[src/rtl/wallace_mac_accumulator.sv]
// Streaming MAC wrapper around an external 8x8 Wallace multiplier: registers operands,
// cuts the product path, accumulates per frame and hands the frame result downstream.
module wallace_mac_accumulator #(
  parameter int unsigned ACC_W = 24,
  parameter int unsigned CNT_W = 8
) (
  input  logic             clk,
  input  logic             rst,
  input  logic             in_valid,
  output logic             in_ready,
  input  logic [7:0]       in_a,
  input  logic [7:0]       in_b,
  input  logic             in_last,
  output logic [7:0]       mul_a,
  output logic [7:0]       mul_b,
  input  logic [16:0]      mul_p,
  output logic             out_valid,
  input  logic             out_ready,
  output logic [ACC_W-1:0] out_sum,
  output logic [CNT_W-1:0] out_cnt,
  output logic             out_ovf
);

  typedef enum logic [1:0] {StAccum, StDrain, StHold} state_e;

  state_e state_q, state_d;

  logic             in_xfer, out_xfer;
  logic [7:0]       mul_a_q, mul_b_q;
  logic             v1_q, last1_q;
  logic [16:0]      p2_q;
  logic             v2_q, last2_q;
  logic [ACC_W-1:0] acc_q, acc_new;
  logic [ACC_W:0]   sum_wide;
  logic [CNT_W-1:0] cnt_q, cnt_new;
  logic             ovf_q, ovf_new;
  logic             out_valid_q;
  logic [ACC_W-1:0] out_sum_q;
  logic [CNT_W-1:0] out_cnt_q;
  logic             out_ovf_q;

  assign in_ready  = (state_q == StAccum);
  assign in_xfer   = in_valid && in_ready;
  assign out_xfer  = out_valid_q && out_ready;
  assign mul_a     = mul_a_q;
  assign mul_b     = mul_b_q;
  assign out_valid = out_valid_q;
  assign out_sum   = out_sum_q;
  assign out_cnt   = out_cnt_q;
  assign out_ovf   = out_ovf_q;

  always_comb begin
    state_d = state_q;
    unique case (state_q)
      StAccum: if (in_xfer && in_last) state_d = StDrain;
      StDrain: if (v2_q && last2_q) state_d = StHold;
      StHold:  if (out_xfer) state_d = StAccum;
      default: state_d = StAccum;
    endcase
  end

  // Carry out of the widened add means the accumulator would wrap; clamp instead.
  always_comb begin
    sum_wide = {1'b0, acc_q} + {{(ACC_W - 16){1'b0}}, p2_q};
    acc_new  = sum_wide[ACC_W] ? '1 : sum_wide[ACC_W-1:0];
    ovf_new  = ovf_q | sum_wide[ACC_W];
    cnt_new  = (&cnt_q) ? cnt_q : cnt_q + CNT_W'(1);
  end

  always_ff @(posedge clk) begin
    if (rst) begin
      state_q <= StAccum;
      mul_a_q <= '0;
      mul_b_q <= '0;
      v1_q    <= 1'b0;
      last1_q <= 1'b0;
      p2_q    <= '0;
      v2_q    <= 1'b0;
      last2_q <= 1'b0;
    end else begin
      state_q <= state_d;
      v1_q    <= in_xfer;
      last1_q <= in_xfer && in_last;
      if (in_xfer) begin
        mul_a_q <= in_a;
        mul_b_q <= in_b;
      end
      v2_q    <= v1_q;
      last2_q <= last1_q;
      if (v1_q) p2_q <= mul_p;
    end
  end

  always_ff @(posedge clk) begin
    if (rst) begin
      acc_q       <= '0;
      cnt_q       <= '0;
      ovf_q       <= 1'b0;
      out_valid_q <= 1'b0;
      out_sum_q   <= '0;
      out_cnt_q   <= '0;
      out_ovf_q   <= 1'b0;
    end else begin
      if (out_xfer) out_valid_q <= 1'b0;
      if (v2_q) begin
        if (last2_q) begin
          // Publish the frame including this product and start the next frame from zero.
          out_sum_q   <= acc_new;
          out_cnt_q   <= cnt_new;
          out_ovf_q   <= ovf_new;
          out_valid_q <= 1'b1;
          acc_q       <= '0;
          cnt_q       <= '0;
          ovf_q       <= 1'b0;
        end else begin
          acc_q <= acc_new;
          cnt_q <= cnt_new;
          ovf_q <= ovf_new;
        end
      end
    end
  end

endmodule
[config.mk]
export PLATFORM = sky130hd
export DESIGN_NAME = wallace_mac_accumulator
export DESIGN_NICKNAME = d
export VERILOG_FILES = /design/src/rtl/wallace_mac_accumulator.sv
export SDC_FILE = /design/constraint.sdc
export NUM_CORES = 1
export LEC_CHECK = 0
export ABC_AREA = 1
export CORE_ASPECT_RATIO = 1.4
export CORE_MARGIN = 4
export CORE_UTILIZATION = 50
export CTS_BUF_LIST = sky130_fd_sc_hd__clkbuf_16
export CTS_CLUSTER_DIAMETER = 200
export DETAILED_ROUTE_END_ITERATION = 6
export HOLD_SLACK_MARGIN = 0.08
export PLACE_DENSITY = 0.71
export SLEW_MARGIN = 10
export SYNTH_ARGS = -nofsm -noshare
export SYNTH_HDL_FRONTEND = slang
export SYNTH_SLANG_ARGS = --single-unit
[constraint.sdc]
create_clock -name clk -period 3.75 [get_ports clk]
set_clock_uncertainty 0.2 [all_clocks]
set_input_delay 1.125 -clock clk [delete_from_list [all_inputs] [get_ports clk]]
set_output_delay 1.125 -clock clk [all_outputs]
set_load 0.01 [all_outputs]
# --- Word level (Yosys, flattened, before mapping) ---
# Index checks and enable logic that the tools add are counted.
word_totals:
  ff_bits: 106
  latch_bits: 0
  mem_bits_rw: 0
  rom_bits: 0
  out_inout_bits: 51
  elab_cells: 43
  mem_count: 0
op_classes:
  n_addsub: 2
  mul: 0
  div: 0
  n_lt_le_gt_ge: 0
  eq_ne: 5
  shifts: 0
  mux: 12
  n_bitwise: 1
  n_reduce_logical: 8
ops:
  columns: ["operator", "n"]
  rows:
  - ["two-way mux 24 bit", 2]
  - ["adder 24 x 17 -> 25 bit", 1]
  - ["two-way mux 8 bit", 2]
  - ["adder 8 x 1 -> 8 bit, second input constant", 1]
  - ["AND reduction 8 bit", 1]
  - ["two-way mux 2 bit", 3]
  - ["case mux 2 bit (3 select lines)", 1]
  - ["logical AND 1 bit", 4]
  - ["two-way mux 1 bit", 4]
  - ["!= test 2 bit, second input constant", 2]
  - ["AND reduction 3 bit", 1]
  - ["== test 2 x 1 -> 1 bit, second input constant", 1]
  - ["== test 2 bit, second input constant", 1]
  - ["logical NOT 2 bit", 1]
  - ["!= test 2 x 1 -> 1 bit, second input constant", 1]
  - ["AND reduction 2 bit", 1]
  - ["bitwise OR 1 bit", 1]

# --- Longest topological paths before layout ---
depth:
  depth_word: 5
  ltp_mapped: 14

# --- Worst setup path before layout ---
# OpenSTA, ideal clock, no wires.
synth_path:
  path_kind: "input to register"
  startpoint: "in rst"
  endpoint: "reg acc_q[10]"
  setup_ns: 0.143
  arrival_ns: 1.921
  required_time_ns: 3.407
  setup_slack_ns: 1.485
  cell_stages: 3
  path_buffers: 2
  path_cell_list: "buf_1 clkbuf_1 a21oi_2"
synth_lines:
  columns: ["element", "line_no", "rtl"]
  rows:
  - ["start: declaration", "8", "input logic rst,"]
  - ["end signal: assignment", "116", "acc_q <= acc_new;"]
  - ["end: declaration", "33", "logic [ACC_W-1:0] acc_q, acc_new;"]
# No word-level cell between the ends.

# --- Final worst setup path ---
layout_path:
  startpoint: "reg p2_q[0]"
  endpoint: "reg out_sum_q[4], in the netlist out_sum[4]"
layout_via:
  elab_chain_cells: 2
layout_rtl:
  columns: ["element", "line_no", "rtl"]
  rows:
  - ["start: declaration", "31", "logic [16:0] p2_q;"]
  - ["start signal: assignment", "90", "if (v1_q) p2_q <= mul_p;"]
  - ["adder 24 x 17 -> 25 bit", "64", "sum_wide = {1'b0, acc_q} + {{(ACC_W - 16){1'b0}}, p2_q};"]
  - ["two-way mux 24 bit", "65", "acc_new = sum_wide[ACC_W] ? '1 : sum_wide[ACC_W-1:0];"]
  - ["end signal: assignment", "108", "out_sum_q <= acc_new;"]
  - ["end: declaration", "38", "logic [ACC_W-1:0] out_sum_q;"]
# Every way passes these cells.
# A chain may end at the register's enable or synchronous reset.

==> load_flow_metrics.sql <==
INSERT INTO impl_metrics (metric_group, metric, value, unit) VALUES
('drt', 'vias_per_cell', '5.04', ''),
('synthesis', 'mapped_nets', '855', ''),
('setup_path', 'crit_chain', 'ha_1 -> fa_1 -> nand2_1 -> nand2_1 -> nand3_1 -> nand2_2 -> nand2_1 -> inv_2 -> nor2_8 -> buf_4 -> nand2_4 -> a22o_1', ''),
('floorplan', 'die_width', '97.2', 'um'),
('clock_network', 'cts_hold_buffers', '0', ''),
('sta', 'unrepaired_setup_endpoints_after_global_routing', 'false', ''),
('clock_network', 'h-tree-depth', '3', ''),
('drt', 'avgRoutedWirePerCell', '13.7', 'um'),
('clock_network', 'tritoncts.num_buffers', '9', ''),
('floorplan', 'rows', '45', ''),
('floorplan', 'chipHeight', '133', 'um'),
('flow_run', 'max_cap_violations', '0', ''),
('sta', 'post-route-min-period', '2.82', 'ns'),
('setup_path', 'slowest_stage_delay_on_critical_path', '0.43', 'ns'),
('drt', 'dr.first_iter.drc_count', '150', ''),
('min_path', 'hold_depth', '2', ''),
('min_path', 'worstHoldPathType', 'flop to flop', ''),
('power_and_ir_drop', 'swShare', '0.247', ''),
('drt', 'drtAntennaViolNets', '0', ''),
('clock_network', 'cts.clk_slew.worst_paths', '0.07', 'ns'),
('clock_network', 'cts_setup_buffers', '0', ''),
('setup_path', 'timing.critical_path.mode_cell', 'sky130_fd_sc_hd__nand2_1', ''),
('sta', 'hold_viol_final', '0', ''),
('setup_path', 'required_time_at_the_worst_slack_endpoint', '3.79', 'ns'),
('synthesis', 'yosys.area.top_type_share', '0.381', ''),
('sta', 'timing.final.crit_share', '0.751', ''),
('clock_network', 'cts_tree', 'yes', ''),
('power_and_ir_drop', 'pwr-share-seq', '0.496', ''),
('sta', 'fin_hold_ws', '0.211', 'ns'),
('global_routing', 'antenna_found_initial', '0', ''),
('drt', 'total_via_count_in_the_routed_design', '5153', ''),
('power_and_ir_drop', 'internal-power', '1.80', 'mW'),
('drt', 'drt_first_pass_iters', '4', ''),
('power_and_ir_drop', 'p_leak', '3.07', 'nW'),
('cells_and_area', 'design.final.nets', '935', ''),
('placed_design', 'routability_congestion', '0.900', ''),
('power_and_ir_drop', 'power_switching', '0.590', 'mW'),
('synthesis', 'syn_area_per_cell', '6.99', 'um2'),
('power_and_ir_drop', 'power.combinational.fraction', '0.112', ''),
('setup_path', 'r2r_slack', '0.93', 'ns'),
('setup_path', 'worstReg2RegEnd', 'out_sum[4]', ''),
('synthesis', 'ys_top_cells_by_area', 'sky130_fd_sc_hd__dfxtp_1, sky130_fd_sc_hd__nand2_1, sky130_fd_sc_hd__nor2_1, sky130_fd_sc_hd__inv_1, sky130_fd_sc_hd__ha_1', ''),
('floorplan', 'fp.dieArea', '12900', 'um2'),
('min_path', 'holdCritStartpoint', 'last1_q', ''),
('power_and_ir_drop', 'ir_drop', '196', 'uV'),
('setup_path', 'timing.setup.critical_path_class', 'flop to flop', ''),
('drt', 'drc_markers', '0', ''),
('synthesis', 'yosys_warnings', '0', ''),
('setup_path', 'timing.critical_path.slowest_stage_cell', 'sky130_fd_sc_hd__fa_1', ''),
('cells_and_area', 'layout_overhead_on_the_synthesized_area', '22.7', '%'),
('global_routing', 'grt_pass1_vias', '5116', ''),
('status', 'status', 'completed', ''),
('synthesis', 'ys_seq_area_frac', '0.381', ''),
('setup_path', 'timing.critical_path.to_type', 'flop', ''),
('sta', 'setup_total_negative_slack', '0', 'ns'),
('clock_network', 'clock_path_buffers', '2', ''),
('global_routing', 'grt_start_max_net_pins', '36', ''),
('floorplan', 'design.core.area', '10900', 'um2'),
('sta', 'setup-violations-final', '0', ''),
('synthesis', 'postSynthRegisterBits', '106', ''),
('global_routing', 'wire_length_of_the_first_global_routing_pass', '23600', 'um'),
('setup_path', 'worst_r2r_startpoint', 'p2_q[0]', ''),
('placed_design', 'detailedPlacementHpwl', '10700', 'um'),
('synthesis', 'synth.lib_cells_used.distinct', '37', ''),
('setup_path', 'start_kind', 'flop', ''),
('synthesis', 'syn_area', '5580', 'um2'),
('sta', 'final-max-slew-violation-count', '0', ''),
('drt', 'total_wire_length_after_detailed_routing', '14000', 'um'),
('sta', 'max_freq', '355', 'MHz'),
('setup_path', 'critPathArrivalTime', '2.86', 'ns'),
('sta', 'worst_slew_margin_rel', '0.232', '');
## critical path: cells and delay by family, from the launching register on
family / cells / cell delay (ns)
fa+ha+maj: 2 / 0.68
buf+inv: 2 / 0.37
flops: 1 / 0.32
simple gates: 7 / 0.94
compound gates: 1 / 0.18
## sequential cells by signal (all words and copies together), names as in the netlist, 2 cells and up
register / cells
acc_q: 24
out_sum: 24
p2_q: 17
cnt_q: 8
mul_a: 8
mul_b: 8
out_cnt: 8
state_q: 2
## cell usage in the layout (no fill, tap or decap), drive strengths merged, types with 8 or more instances in the layout
| cell | instances |
|---|---|
| nand2 | 274 |
| nor2 | 115 |
| dfxtp | 106 |
| clkdlybuf4s50 | 87 |
| inv | 84 |
| o21ai | 44 |
| nand3 | 42 |
| a21oi | 38 |
| ha | 18 |
| a22o | 13 |
| clkbuf | 9 |
| nand4 | 8 |
| xnor2 | 8 |
| buf | 8 |
## worst max path at each step
stage,from,endpoint,slack (ns)
4_1_cts,p2_q[0],out_sum[4],0.94
3_3_place_gp,rst,out_sum[19],0.88
2_1_floorplan,rst,acc_q[10],1.49
5_1_grt,p2_q[0],out_sum[4],0.74
6_report,p2_q[0],out_sum[4],0.93
3_5_place_dp,rst,out_cnt[1],0.80
## synthesized netlist by cell type
master,count
sky130_fd_sc_hd__o22ai_1,2
sky130_fd_sc_hd__nand3_2,9
sky130_fd_sc_hd__o21ai_0,42
sky130_fd_sc_hd__clkinv_1,3
sky130_fd_sc_hd__or2_2,3
sky130_fd_sc_hd__a21oi_1,19
sky130_fd_sc_hd__a22o_1,13
sky130_fd_sc_hd__fa_1,1
sky130_fd_sc_hd__a2bb2oi_1,1
sky130_fd_sc_hd__dfxtp_1,106
sky130_fd_sc_hd__nand2_2,21
sky130_fd_sc_hd__inv_2,3
sky130_fd_sc_hd__ha_1,18
sky130_fd_sc_hd__nor2_8,1
sky130_fd_sc_hd__nand4_1,8
sky130_fd_sc_hd__buf_4,3
sky130_fd_sc_hd__a21o_1,1
sky130_fd_sc_hd__nand2_1,242
sky130_fd_sc_hd__nor3_1,2
sky130_fd_sc_hd__buf_1,2
sky130_fd_sc_hd__clkbuf_1,19
sky130_fd_sc_hd__o31ai_1,1
sky130_fd_sc_hd__xor2_1,4
sky130_fd_sc_hd__nor2_2,1
sky130_fd_sc_hd__a21oi_2,19
sky130_fd_sc_hd__nand3_1,33
sky130_fd_sc_hd__o211ai_1,1
sky130_fd_sc_hd__nor3_2,2
sky130_fd_sc_hd__nand2_4,11
sky130_fd_sc_hd__nand3b_1,1
sky130_fd_sc_hd__and2_1,2
sky130_fd_sc_hd__nor2_1,111
sky130_fd_sc_hd__buf_12,2
sky130_fd_sc_hd__nor2_4,2
sky130_fd_sc_hd__xnor2_1,8
sky130_fd_sc_hd__inv_1,79
sky130_fd_sc_hd__o21ai_1,2
## cell type report
type                    count  area, um2
fillers                  1015       4030
well taps                 141        176
clock inverters             6       68.8
inverters                  85        319
multi-input cells         581       3000
repair buffers             95        928
flip-flops and latches    106       2120
clock buffers               9        225
## layer usage
layer | share of wire | track usage | up-vias
li1 | - | - | 2666
met1 | 0.42 | 0.249 | 2358
met2 | 0.52 | 0.415 | 110
met3 | 0.037 | 0.0306 | 19
met4 | 0.023 | 0.0870 | 0
met5 | 0 | 0 | -
## kinds of logic (layout without fill, tap and decap cells)
| family | count (synthesis) | after routing | synth area share |
|---|---|---|---|
| AO/OA/AOI/OAI | 101 | 101 | 0.115 |
| XOR/XNOR | 12 | 12 | 0.0189 |
| adder cells (fa/ha/maj) | 19 | 19 | 0.0440 |
| buffers and inverters | 111 | 195 | 0.0826 |
| flip-flops | 106 | 106 | 0.381 |
| AND/OR/NAND/NOR | 449 | 449 | 0.359 |
## power groups by stage
stage / Combinational (mW) / Sequential, mW / Clock (mW)
detailed placement: 0.269 / 1.21 / 0
floorplan: 0.155 / 1.21 / 0
finish: 0.268 / 1.18 / 0.937
global placement: 0.265 / 1.21 / 0
CTS: 0.270 / 1.19 / 0.952
global route: 0.298 / 1.19 / 0.992
## per-stage QoR
stage	worst slack (ns)	instances	util	area [um2]	total power, mW
final	0.933	1023	0.629	6840	2.39
after global placement	0.883	1008	0.602	6550	1.47
after detailed placement	0.795	1008	0.602	6550	1.48
after floorplan	1.49	798	-	5580	1.36
after global routing	0.738	1023	0.629	6840	2.48
after CTS	0.938	1023	0.629	6840	2.41
(Power assumes the default switching activity.)
